[src/rtl/seq_tx_pkg.sv]
// Shared constants and state encoding for the 1111001 pattern transmitter.
package seq_tx_pkg;

  localparam int              PLEN    = 7;
  localparam logic [PLEN-1:0] PATTERN = 7'b1111001;
  localparam int              OVL     = 1;

  localparam int IDX_W = 3;
  localparam int REP_W = 4;
  localparam int GAP_W = 3;

  typedef enum logic [1:0] {
    IDLE = 2'd0,
    SEND = 2'd1,
    GAP  = 2'd2
  } state_e;

endpackage

[src/rtl/seq_1111001_tx.sv]
// Serial pattern generator driving a 1111001 detector, with repeat count,
// idle gaps, overlapped chaining and the expected detector output.
module seq_1111001_tx
  import seq_tx_pkg::state_e, seq_tx_pkg::IDLE, seq_tx_pkg::SEND, seq_tx_pkg::GAP;
#(
  parameter int              PLEN    = seq_tx_pkg::PLEN,
  parameter logic [PLEN-1:0] PATTERN = seq_tx_pkg::PATTERN,
  parameter int              OVL     = seq_tx_pkg::OVL
) (
  input  logic                         clk,
  input  logic                         rst,
  input  logic                         start,
  input  logic                         abort,
  input  logic [seq_tx_pkg::REP_W-1:0] count,
  input  logic [seq_tx_pkg::GAP_W-1:0] gap,
  input  logic                         overlap,
  output logic                         x,
  output logic                         valid,
  output logic                         busy,
  output logic                         done,
  output logic                         exp_z
);

  localparam int IDX_W = seq_tx_pkg::IDX_W;
  localparam int REP_W = seq_tx_pkg::REP_W;
  localparam int GAP_W = seq_tx_pkg::GAP_W;

  localparam logic [IDX_W-1:0] IDX_TOP = IDX_W'(PLEN - 1);
  localparam logic [IDX_W-1:0] IDX_OVL = IDX_W'(PLEN - 1 - OVL);

  state_e             state_q, state_d;
  logic [IDX_W-1:0]   idx_q, idx_d;
  logic [REP_W-1:0]   rep_q, rep_d;
  logic [GAP_W-1:0]   gcnt_q, gcnt_d;
  logic [GAP_W-1:0]   gap_lat_q, gap_lat_d;
  logic               ovl_q, ovl_d;
  logic               x_q, x_d;
  logic               valid_q, valid_d;
  logic               busy_q, busy_d;
  logic               done_q, done_d;
  logic               exp_z_q, exp_z_d;

  always_ff @(posedge clk) begin
    if (!rst) begin
      state_q   <= IDLE;
      idx_q     <= '0;
      rep_q     <= '0;
      gcnt_q    <= '0;
      gap_lat_q <= '0;
      ovl_q     <= 1'b0;
      x_q       <= 1'b0;
      valid_q   <= 1'b0;
      busy_q    <= 1'b0;
      done_q    <= 1'b0;
      exp_z_q   <= 1'b0;
    end else begin
      state_q   <= state_d;
      idx_q     <= idx_d;
      rep_q     <= rep_d;
      gcnt_q    <= gcnt_d;
      gap_lat_q <= gap_lat_d;
      ovl_q     <= ovl_d;
      x_q       <= x_d;
      valid_q   <= valid_d;
      busy_q    <= busy_d;
      done_q    <= done_d;
      exp_z_q   <= exp_z_d;
    end
  end

  // Next state first, then outputs decoded from the next state so every
  // output is a flop that lines up with the state it describes.
  always_comb begin
    state_d   = state_q;
    idx_d     = idx_q;
    rep_d     = rep_q;
    gcnt_d    = gcnt_q;
    gap_lat_d = gap_lat_q;
    ovl_d     = ovl_q;
    x_d       = 1'b0;
    valid_d   = 1'b0;
    busy_d    = 1'b0;
    done_d    = 1'b0;
    exp_z_d   = 1'b0;

    case (state_q)
      IDLE: begin
        if (start && !abort) begin
          if (count == '0) begin
            done_d = 1'b1;
          end else begin
            state_d   = SEND;
            idx_d     = IDX_TOP;
            rep_d     = count;
            gap_lat_d = gap;
            ovl_d     = overlap;
          end
        end
      end

      SEND: begin
        if (abort) begin
          state_d = IDLE;
          idx_d   = '0;
          rep_d   = '0;
          gcnt_d  = '0;
        end else if (idx_q != '0) begin
          idx_d = idx_q - 1'b1;
        end else begin
          // Pattern end: rep_q counts patterns still owed including this one.
          if (rep_q != '0) rep_d = rep_q - 1'b1;
          if (rep_q <= REP_W'(1)) begin
            state_d = IDLE;
            done_d  = 1'b1;
          end else if (gap_lat_q != '0) begin
            state_d = GAP;
            gcnt_d  = gap_lat_q;
          end else if (ovl_q) begin
            idx_d = IDX_OVL;
          end else begin
            idx_d = IDX_TOP;
          end
        end
      end

      GAP: begin
        if (abort) begin
          state_d = IDLE;
          idx_d   = '0;
          rep_d   = '0;
          gcnt_d  = '0;
        end else if (gcnt_q <= GAP_W'(1)) begin
          state_d = SEND;
          idx_d   = IDX_TOP;
          gcnt_d  = '0;
        end else begin
          gcnt_d = gcnt_q - 1'b1;
        end
      end

      default: state_d = IDLE;
    endcase

    case (state_d)
      SEND: begin
        x_d     = PATTERN[idx_d];
        valid_d = 1'b1;
        busy_d  = 1'b1;
        exp_z_d = (idx_d == '0);
      end
      GAP: begin
        valid_d = 1'b1;
        busy_d  = 1'b1;
      end
      default: ;
    endcase
  end

  assign x     = x_q;
  assign valid = valid_q;
  assign busy  = busy_q;
  assign done  = done_q;
  assign exp_z = exp_z_q;

endmodule

[config.mk]
export PLATFORM = sky130hd
export DESIGN_NAME = seq_1111001_tx
export DESIGN_NICKNAME = d
export VERILOG_FILES = /design/src/rtl/seq_tx_pkg.sv /design/src/rtl/seq_1111001_tx.sv
export SDC_FILE = /design/constraint.sdc
export NUM_CORES = 1
export LEC_CHECK = 0
export ABC_CLOCK_PERIOD_IN_PS = 3100
export BUFFER_PORTS_ARGS = -buffer_cell sky130_fd_sc_hd__buf_2
export CAP_MARGIN = 20
export CORE_UTILIZATION = 57
export CTS_CLUSTER_SIZE = 12
export DETAILED_ROUTE_END_ITERATION = 10
export PLACE_DENSITY = 0.79
export RECOVER_POWER = 25
export SKIP_LAST_GASP = 1
export SLEW_MARGIN = 30
export SYNTH_ARGS = -nofsm -noshare
export SYNTH_HDL_FRONTEND = slang
export SYNTH_SLANG_ARGS = --single-unit
[constraint.sdc]
create_clock -name clk -period 3.1 [get_ports clk]
set_input_delay 0.62 -clock clk [delete_from_list [all_inputs] [get_ports clk]]
set_output_delay 0.62 -clock clk [all_outputs]
set_load 0.01 [all_outputs]
==> results summary, run 1 <==
The area growth from synthesis to layout came out at 8.118%. The cts-stage hold buffer count came out at 0. Setup violations remaining at the end of the flow were counted as 0. Between clock sinks in the finished design, the worst skew comes to 6.968 ps. Of the available clock period, the critical path in the final layout requires 0.7670.

In this run the most critical hold path is launched from rep_q[3]. The via count of the first global-routing pass is 1108. The number of synthesized register bits came out at 20. The number of cells on the worst reg-to-reg path is 8. The Yosys step of the flow raised 0 warnings. The hold violation count in the final report came out at 0.

The kind of launch point of the worst setup path is a flip-flop. Clock tree synthesis selected as its root buffer the cell sky130_fd_sc_hd__clkbuf_4. In this run, synthesis inferred 0 flip-flops with an integrated enable. For this run, design rule violations remaining after detail routing come to 0. The flow ran to the end, and the final reports show no timing, DRC or antenna violations.

The count of input and output buffers came out at 16. Setup repair after global routing left no endpoint under its margin. After floorplanning, the core was sized to cover 2233 um2.

By count the netlist is led by sky130_fd_sc_hd__dfxtp_1 (20), sky130_fd_sc_hd__ha_1 (14), sky130_fd_sc_hd__inv_1 (13), sky130_fd_sc_hd__nor2_1 (11). The total wire length came out at 2837 um. The CTS tree is built. The total CTS buffers came out at 3. The critical-path cell with the highest stage delay is sky130_fd_sc_hd__dfxtp_1. The post-synthesis cell count came out at 162. In this design, the critical path's most frequently occurring cell is sky130_fd_sc_hd__ha_1. The clock latency on the worst-skew pair came out at 320 ps. The worst IR drop on VDD came out at 0.3288 mV. The number of inserted diodes came out at 0.

In the final layout, the share of cells above drive strength 1 is 0.1364. The post-route minimum period is 2378 ps. The most critical setup path has its startpoint at rep_q[0]. For this run, the leading register cell type out of synthesis is sky130_fd_sc_hd__dfxtp_1.

The maximum number of pins on one net before global-route repair is 23. The number of violations reported at the end of detailed-routing iteration 0 is 36. The delay contributed by the slowest stage of the critical path is 420 ps. The total via count in the routed design is 1219.

The max-cap check violation count came out at 0. The die is 50.78 um tall. The number of nets in the synthesized netlist is 188. The placer's final routability congestion estimate came out at 0.9495. The total power per unit cell area is 422.3 nW/um2.

The wire length of the first global-routing pass came out at 4740 um. After detailed routing, the number of vias per cell comes to 5.975. The layout net count is 203.

The number of levels in the clock H-tree came out at 1. The largest buffer count on any clock path is 2. The HPWL after detailed placement is 2178 um. Row generation in the floorplan step produced 17 rows. In the post-synthesis netlist, the cell with the most instances is sky130_fd_sc_hd__dfxtp_1. The worst slack on hold paths is 513.4 ps.

The number of resized instances in the post-cts repair step came out at 0. The number of inserted filler cells in the final layout came out at 203. The initial antenna violation count is 0. The number of clock sinks seen by CTS came out at 20. The number of distinct library cell variants in the gate-level netlist after synthesis came out at 43.

The number of cells on the worst hold path is 2. The startpoint identified for the worst register-to-register timing path is rep_q[0]. The initial cell density of the core is 0.6073. The endpoint required time on the critical path is 3350 ps. The count of buffers added by post-CTS timing repair for setup came out at 0. In this run the mean area of a mapped cell was 8.372 um2. The global-route total usage across every layer is 0.2503. The top-area cell type share of the netlist area is 0.2952. After global routing the overflow that remains totals 0. The floorplan die area came out at 2579 um2. The leakage power of the design came out at 0.5807 nW. Traced cell by cell, the critical path runs through inv_1 -> ha_1 -> or2_2 -> a21bo_2 -> a2111o_1 -> a221oi_2 -> ha_1 -> a21oi_1.

The path with the worst hold slack has its endpoint at rep_q[3]. The detail route stage leaves a number of antenna-violating nets equal to 0. STA puts the critical path data arrival time at 2630 ps. The endpoint identified for the worst register-to-register timing path is x. Sorting the synthesized cells by area gives the leading types as sky130_fd_sc_hd__dfxtp_1 (30%), sky130_fd_sc_hd__ha_1 (13%), sky130_fd_sc_hd__nor2b_1 (4.6%). The sequential fraction of the synthesis area came out at 0.2952. The final number of max-transition violations is 0.

The post-synth design cell area is 1356 um2. The path class of the tightest hold or removal check is reg -> reg. Leaving out filler cells and counting taps, the final layout contains 204. The top achievable clock speed came out at 0.4206 GHz. The instance count after placement with tap cells included is 200. At the pin with the least slew margin, the transition time is 586.6 ps. The kind of capture point of the worst setup path is a flip-flop. The total negative slack for setup checks came out at 0 ps.

In this run the worst path has a maximum fanout of 6. The clock-pin slew on the worst setup and hold paths is 120 ps. The largest area contributor in the synthesized netlist is sky130_fd_sc_hd__dfxtp_1.

The post-synthesis async set-or-reset flop share came out at 0. The die is 50.78 um wide. In the final routed layout, each cell accounts on average for 13.91 um. The worst pin sits at a relative slew slack of 0.6072. By startpoint and endpoint, the worst setup path is classified as reg -> reg. The reg2reg setup slack is 720 ps.

The number of I/O pins came out at 17. The first TritonRoute pass finished after 4 iterations.
[critical path, delay by kind of cell, from the launching register on]
kind / cells / cell delay [ps]
flops: 1 / 420
compound gates: 4 / 1010
simple gates: 1 / 310
buf+inv: 1 / 90
fa+ha+maj: 2 / 490
[area by class of cell]
type                    count  area [um2]  share of cell area
clock buffers               4       36.28             0.02474
well taps                  28       35.03             0.02389
inverters                  13       48.80             0.03328
flip-flops and latches     20       400.4              0.2730
multi-input cells         123       872.1              0.5947
repair buffers             16       73.82             0.05034
[kinds of logic (layout without fill, tap and decap cells)]
logic type,count (synthesis),count (layout),share of synthesized area
simple gates,63,63,0.2648
compound gates,40,40,0.2048
flops,20,20,0.2952
buf+inv,19,33,0.06181
fa+ha+maj,14,14,0.1292
mux,5,5,0.03782
xor+xnor,1,1,0.006459
[where the power goes]
group	switching [mW]	total, mW	internal, mW
sequential	0.0155	0.291	0.275
combinational	0.0969	0.167	0.0703
clock	0.0895	0.161	0.0719
total	0.202	0.619	0.417
[cell usage in the layout (no fill, tap or decap), drive strengths merged, types with 4 or more instances in the layout]
master / n
o22ai: 4
nand2: 10
nand2b: 5
ha: 14
a21oi: 6
o21ai: 10
nand3: 5
mux2i: 4
nor3: 7
nor2: 11
nor2b: 11
clkbuf: 9
buf: 11
dfxtp: 20
a211oi: 5
inv: 13
[how the worst max path moves through the flow]
| stage | to | slack, ps | cells past startpoint |
|---|---|---|---|
| finish | x | 720 | 8 |
| global route | x | 590 | 8 |
| CTS | x | 700 | 8 |
| detailed placement | x | 740 | 8 |
| global placement | x | 810 | 8 |
| floorplan | x | 870 | 8 |
[metrics by stage]
stage               utilization  cell area (um2)  power [mW]  setup WS (ps)
floorplan                     -             1356      0.4234          874.4
global placement         0.6431             1436      0.4578          809.1
detailed placement       0.6431             1436      0.4632          736.9
CTS                      0.6594             1473      0.6193          698.1
global route             0.6566             1466      0.6564          586.5
finish                   0.6566             1466      0.6193          722.2
[per-layer routing]
| metal | vias up | part of all wire | global-route usage |
|---|---|---|---|
| met2 | 39 | 0.49 | 0.4289 |
| met5 | - | 0 | 0 |
| met4 | 0 | 0.022 | 0.1620 |
| li1 | 600 | - | - |
| met3 | 5 | 0.055 | 0.05152 |
| met1 | 575 | 0.43 | 0.2776 |
[registers in the layout, summed over array words and instances (netlist names)]
register and count:
busy 1, done 1, exp_z 1, gap_lat_q 3, gcnt_q 3, idx_q 3
ovl_q 1, rep_q 4, state_q 2, x 1
(Power assumes the default switching activity.)
==> run 2: changes to the inputs <==
--- a/config.mk
+++ b/config.mk
@@ -5,7 +5,7 @@
 export SDC_FILE = /design/constraint.sdc
 export NUM_CORES = 1
 export LEC_CHECK = 0
-export ABC_CLOCK_PERIOD_IN_PS = 3100
+export ABC_CLOCK_PERIOD_IN_PS = 2400
 export BUFFER_PORTS_ARGS = -buffer_cell sky130_fd_sc_hd__buf_2
 export CAP_MARGIN = 20
 export CORE_UTILIZATION = 57
==> constraint.sdc (replaced) <==
create_clock -name clk -period 2.4 [get_ports clk]
set_input_delay 0.48 -clock clk [delete_from_list [all_inputs] [get_ports clk]]
set_output_delay 0.48 -clock clk [all_outputs]
set_load 0.01 [all_outputs]
==> run 2 against run 1 <==
Net effect: flip-flop and latch count unchanged; register-to-register slack worse by 590 ps; global-route usage down 0.63 points; clock-buffer cell count down 1; worst hold slack worse by 80 ps; cell count up 0.98%; sequential power up 29%; sequential share of layout area down 0.12 points; power up 24%; setup slack worse by 590 ps; largest cell class unchanged.
==> results summary, run 2 (synthesis results as in run 1) <==
The flow ran to the end, and the final reports show no timing, DRC or antenna violations. The flip-flop count of the largest register, all copies and words added came out at 4. The worst slack on hold paths is 433.9 ps. The leakage power of the design is 0.5928 nW. Before CTS, the worst setup slack after placement is 10.65 ps.

The via count of the first global-routing pass came to 1083. Counting the buffers created by CTS gives 3. The top achievable clock speed came out at 0.4408 GHz.

The share of the core filled with cells in the final layout came out at 0.6678. The critical path endpoint is x. The power share of the sequential group came out at 0.488.

After floorplanning, the core was divided into 17 placement rows. In this run the critical register-to-register path is captured at x. The clock-pin slew on the worst setup and hold paths came out at 110 ps. The placer's final routability congestion estimate came out at 0.9424. The worst setup path is captured at a flip-flop. The total grt overflow came out at 0.

Once detail routing completed, the nets flagged for antenna violations numbered 0. The height of the chip is 50.78 um. The layout net count is 206.

The slew at the pin closest to its max-slew limit is 577.9 ps. The post-detailed-route via-to-cell ratio is 5.850. The smallest clock period supported by the final layout is computed as 2268 ps. The final worst-path cycle share is 0.9452. The worst min-delay path class is in -> reg. The initial cell density of the core is 0.6073. In this run the clock root is driven by a sky130_fd_sc_hd__clkbuf_4. The number of inserted diodes is 0.

The worst setup margin is 131.6 ps. Across the run, the number of max-cap violations was 0. The initial antenna violation count is 0. The worst setup path is launched from a flip-flop. The maximum number of pins on one net before global-route repair came out at 23. The placeable core region is 2233 um2. The worst IR drop on VDD came out at 0.4000 mV. The cell depth of the worst flop-to-flop path is 8. The power dissipated by switching net loads came out at 0.2511 mW.

The number of I/O pins is 17. The count of input and output buffers is 16. The number of DRC violations after detailed routing is 0.

In this run the critical register-to-register path is launched from rep_q[0]. TritonCTS built the clock tree. The cts-stage hold buffer count came out at 0. The detailed router finished its first iteration with 38 violations. The area growth from synthesis to layout is 9.963%. The data arrival at the endpoint of the critical path came out at 2520 ps.

The share of total power dissipated in the clock network is 0.208. The total via count in the routed design came out at 1205. In this run the worst setup path begins at rep_q[0]. The worst pin sits at a relative slew slack of 0.6130.

The first global-routing pass estimated 4643 um of wire. Detailed placement finished with a half-perimeter wire length of 2203 um. The final number of max-transition violations came out at 0. The worst clock skew is 4.320 ps. The share of total power in combinational logic came out at 0.304.

The library cells used most frequently in the layout, excluding fill and tap cells, are sky130_fd_sc_hd__dfxtp_1 (18), sky130_fd_sc_hd__ha_1 (14), sky130_fd_sc_hd__inv_1 (13), sky130_fd_sc_hd__nor2_1 (11), sky130_fd_sc_hd__buf_2 (11). The total wire length came out at 2859 um. For the worst-skew pair, the clock arrives at the later sink with an insertion delay of 300 ps. The total power per unit cell area is 514.6 nW/um2. The number of clock sinks seen by CTS came out at 20. The hold violation count in the final report is 0. More flip-flops sit in one register than any other, and that register is rep_q. The floorplan step defined a die boundary enclosing 2579 um2. The endpoint required time on the critical path came out at 2650 ps. The largest buffer count on any clock path came out at 2. The number of setup violations in the final report is 0. The fraction of layout instances using a drive strength above 1 is 0.1629. Setup slack on the worst reg-to-reg path comes out at 130 ps.

The width of the chip is 50.78 um. Cell internal power was estimated by the tool at 0.5163 mW. CTS built an H-tree with a depth of 1. In the global route stage, overall resource usage came out at 0.2440. The critical path in this run is classified as reg -> reg.

The library cell used most frequently in the layout, excluding fill and tap cells, is sky130_fd_sc_hd__dfxtp_1. Of the total power, the share spent switching nets is 0.3272. The biggest fanout along the worst timing path came out at 6. Summed over all failing endpoints, the final setup total negative slack is 0 ps. The first-pass iteration count of the detailed router came out at 5. The detail-routed net length per standard cell is 13.88 um.
-- run 2: final cells by class --
| class | count | area, um2 |
|---|---|---|
| repair buffers | 19 | 96.34 |
| multi-input cells | 123 | 883.3 |
| fillers | 186 | 742.0 |
| well taps | 28 | 35.03 |
| flip-flops and latches | 20 | 405.4 |
| inverters | 13 | 48.80 |
| clock buffers | 3 | 22.52 |
-- run 2: layer usage --
metal / part of all wire / up-vias / GRT usage
met1: 0.45 / 549 / 0.2996
li1: - / 612 / -
met4: 0.025 / 0 / 0.1111
met5: 0 / - / 0
met2: 0.48 / 35 / 0.4222
met3: 0.041 / 9 / 0.02727
-- run 2: stage by stage --
stage / cells / power (mW) / cell area [um2]
final: 206 / 0.7675 / 1491
after global routing: 206 / 0.8139 / 1491
after CTS: 205 / 0.7627 / 1475
after detailed placement: 202 / 0.6018 / 1451
after global placement: 202 / 0.5915 / 1451
after floorplan: 162 / 0.5469 / 1356
-- run 2: how the worst min path moves through the flow --
| stage | startpoint | to | slack [ps] | depth (start not counted) |
|---|---|---|---|---|
| after CTS | gap[2] | gap_lat_q[2] | 430 | 3 |
| after global placement | rep_q[1] | rep_q[1] | 480 | 2 |
| final | gap[2] | gap_lat_q[2] | 430 | 3 |
| after global routing | gap[1] | gap_lat_q[1] | 440 | 3 |
| after detailed placement | rep_q[1] | rep_q[1] | 490 | 2 |
| after floorplan | rep_q[1] | rep_q[1] | 460 | 2 |
-- run 2: what timing repair did --
item                                    4_1_cts  5_1_grt
endpoints found under the setup margin        1        3
gates resized for setup                       1        5
pin swaps                                     0        2
setup buffers                                 0        1
-- run 2: critical path, cell delays in order (launching register included) --
cell	delay (ps)
sky130_fd_sc_hd__dfxtp_4	380
sky130_fd_sc_hd__inv_1	60
sky130_fd_sc_hd__ha_1	220
sky130_fd_sc_hd__or2_4	250
sky130_fd_sc_hd__a21bo_4	240
sky130_fd_sc_hd__a2111o_1	380
sky130_fd_sc_hd__a221oi_2	290
sky130_fd_sc_hd__ha_1	270
sky130_fd_sc_hd__a21oi_1	110
-- run 2: power groups by stage --
| stage | clock network, mW | registers (mW) | logic [mW] |
|---|---|---|---|
| floorplan | 0 | 0.380 | 0.167 |
| global placement | 0 | 0.381 | 0.211 |
| detailed placement | 0 | 0.382 | 0.220 |
| CTS | 0.167 | 0.374 | 0.221 |
| global route | 0.176 | 0.378 | 0.260 |
| finish | 0.160 | 0.375 | 0.233 |
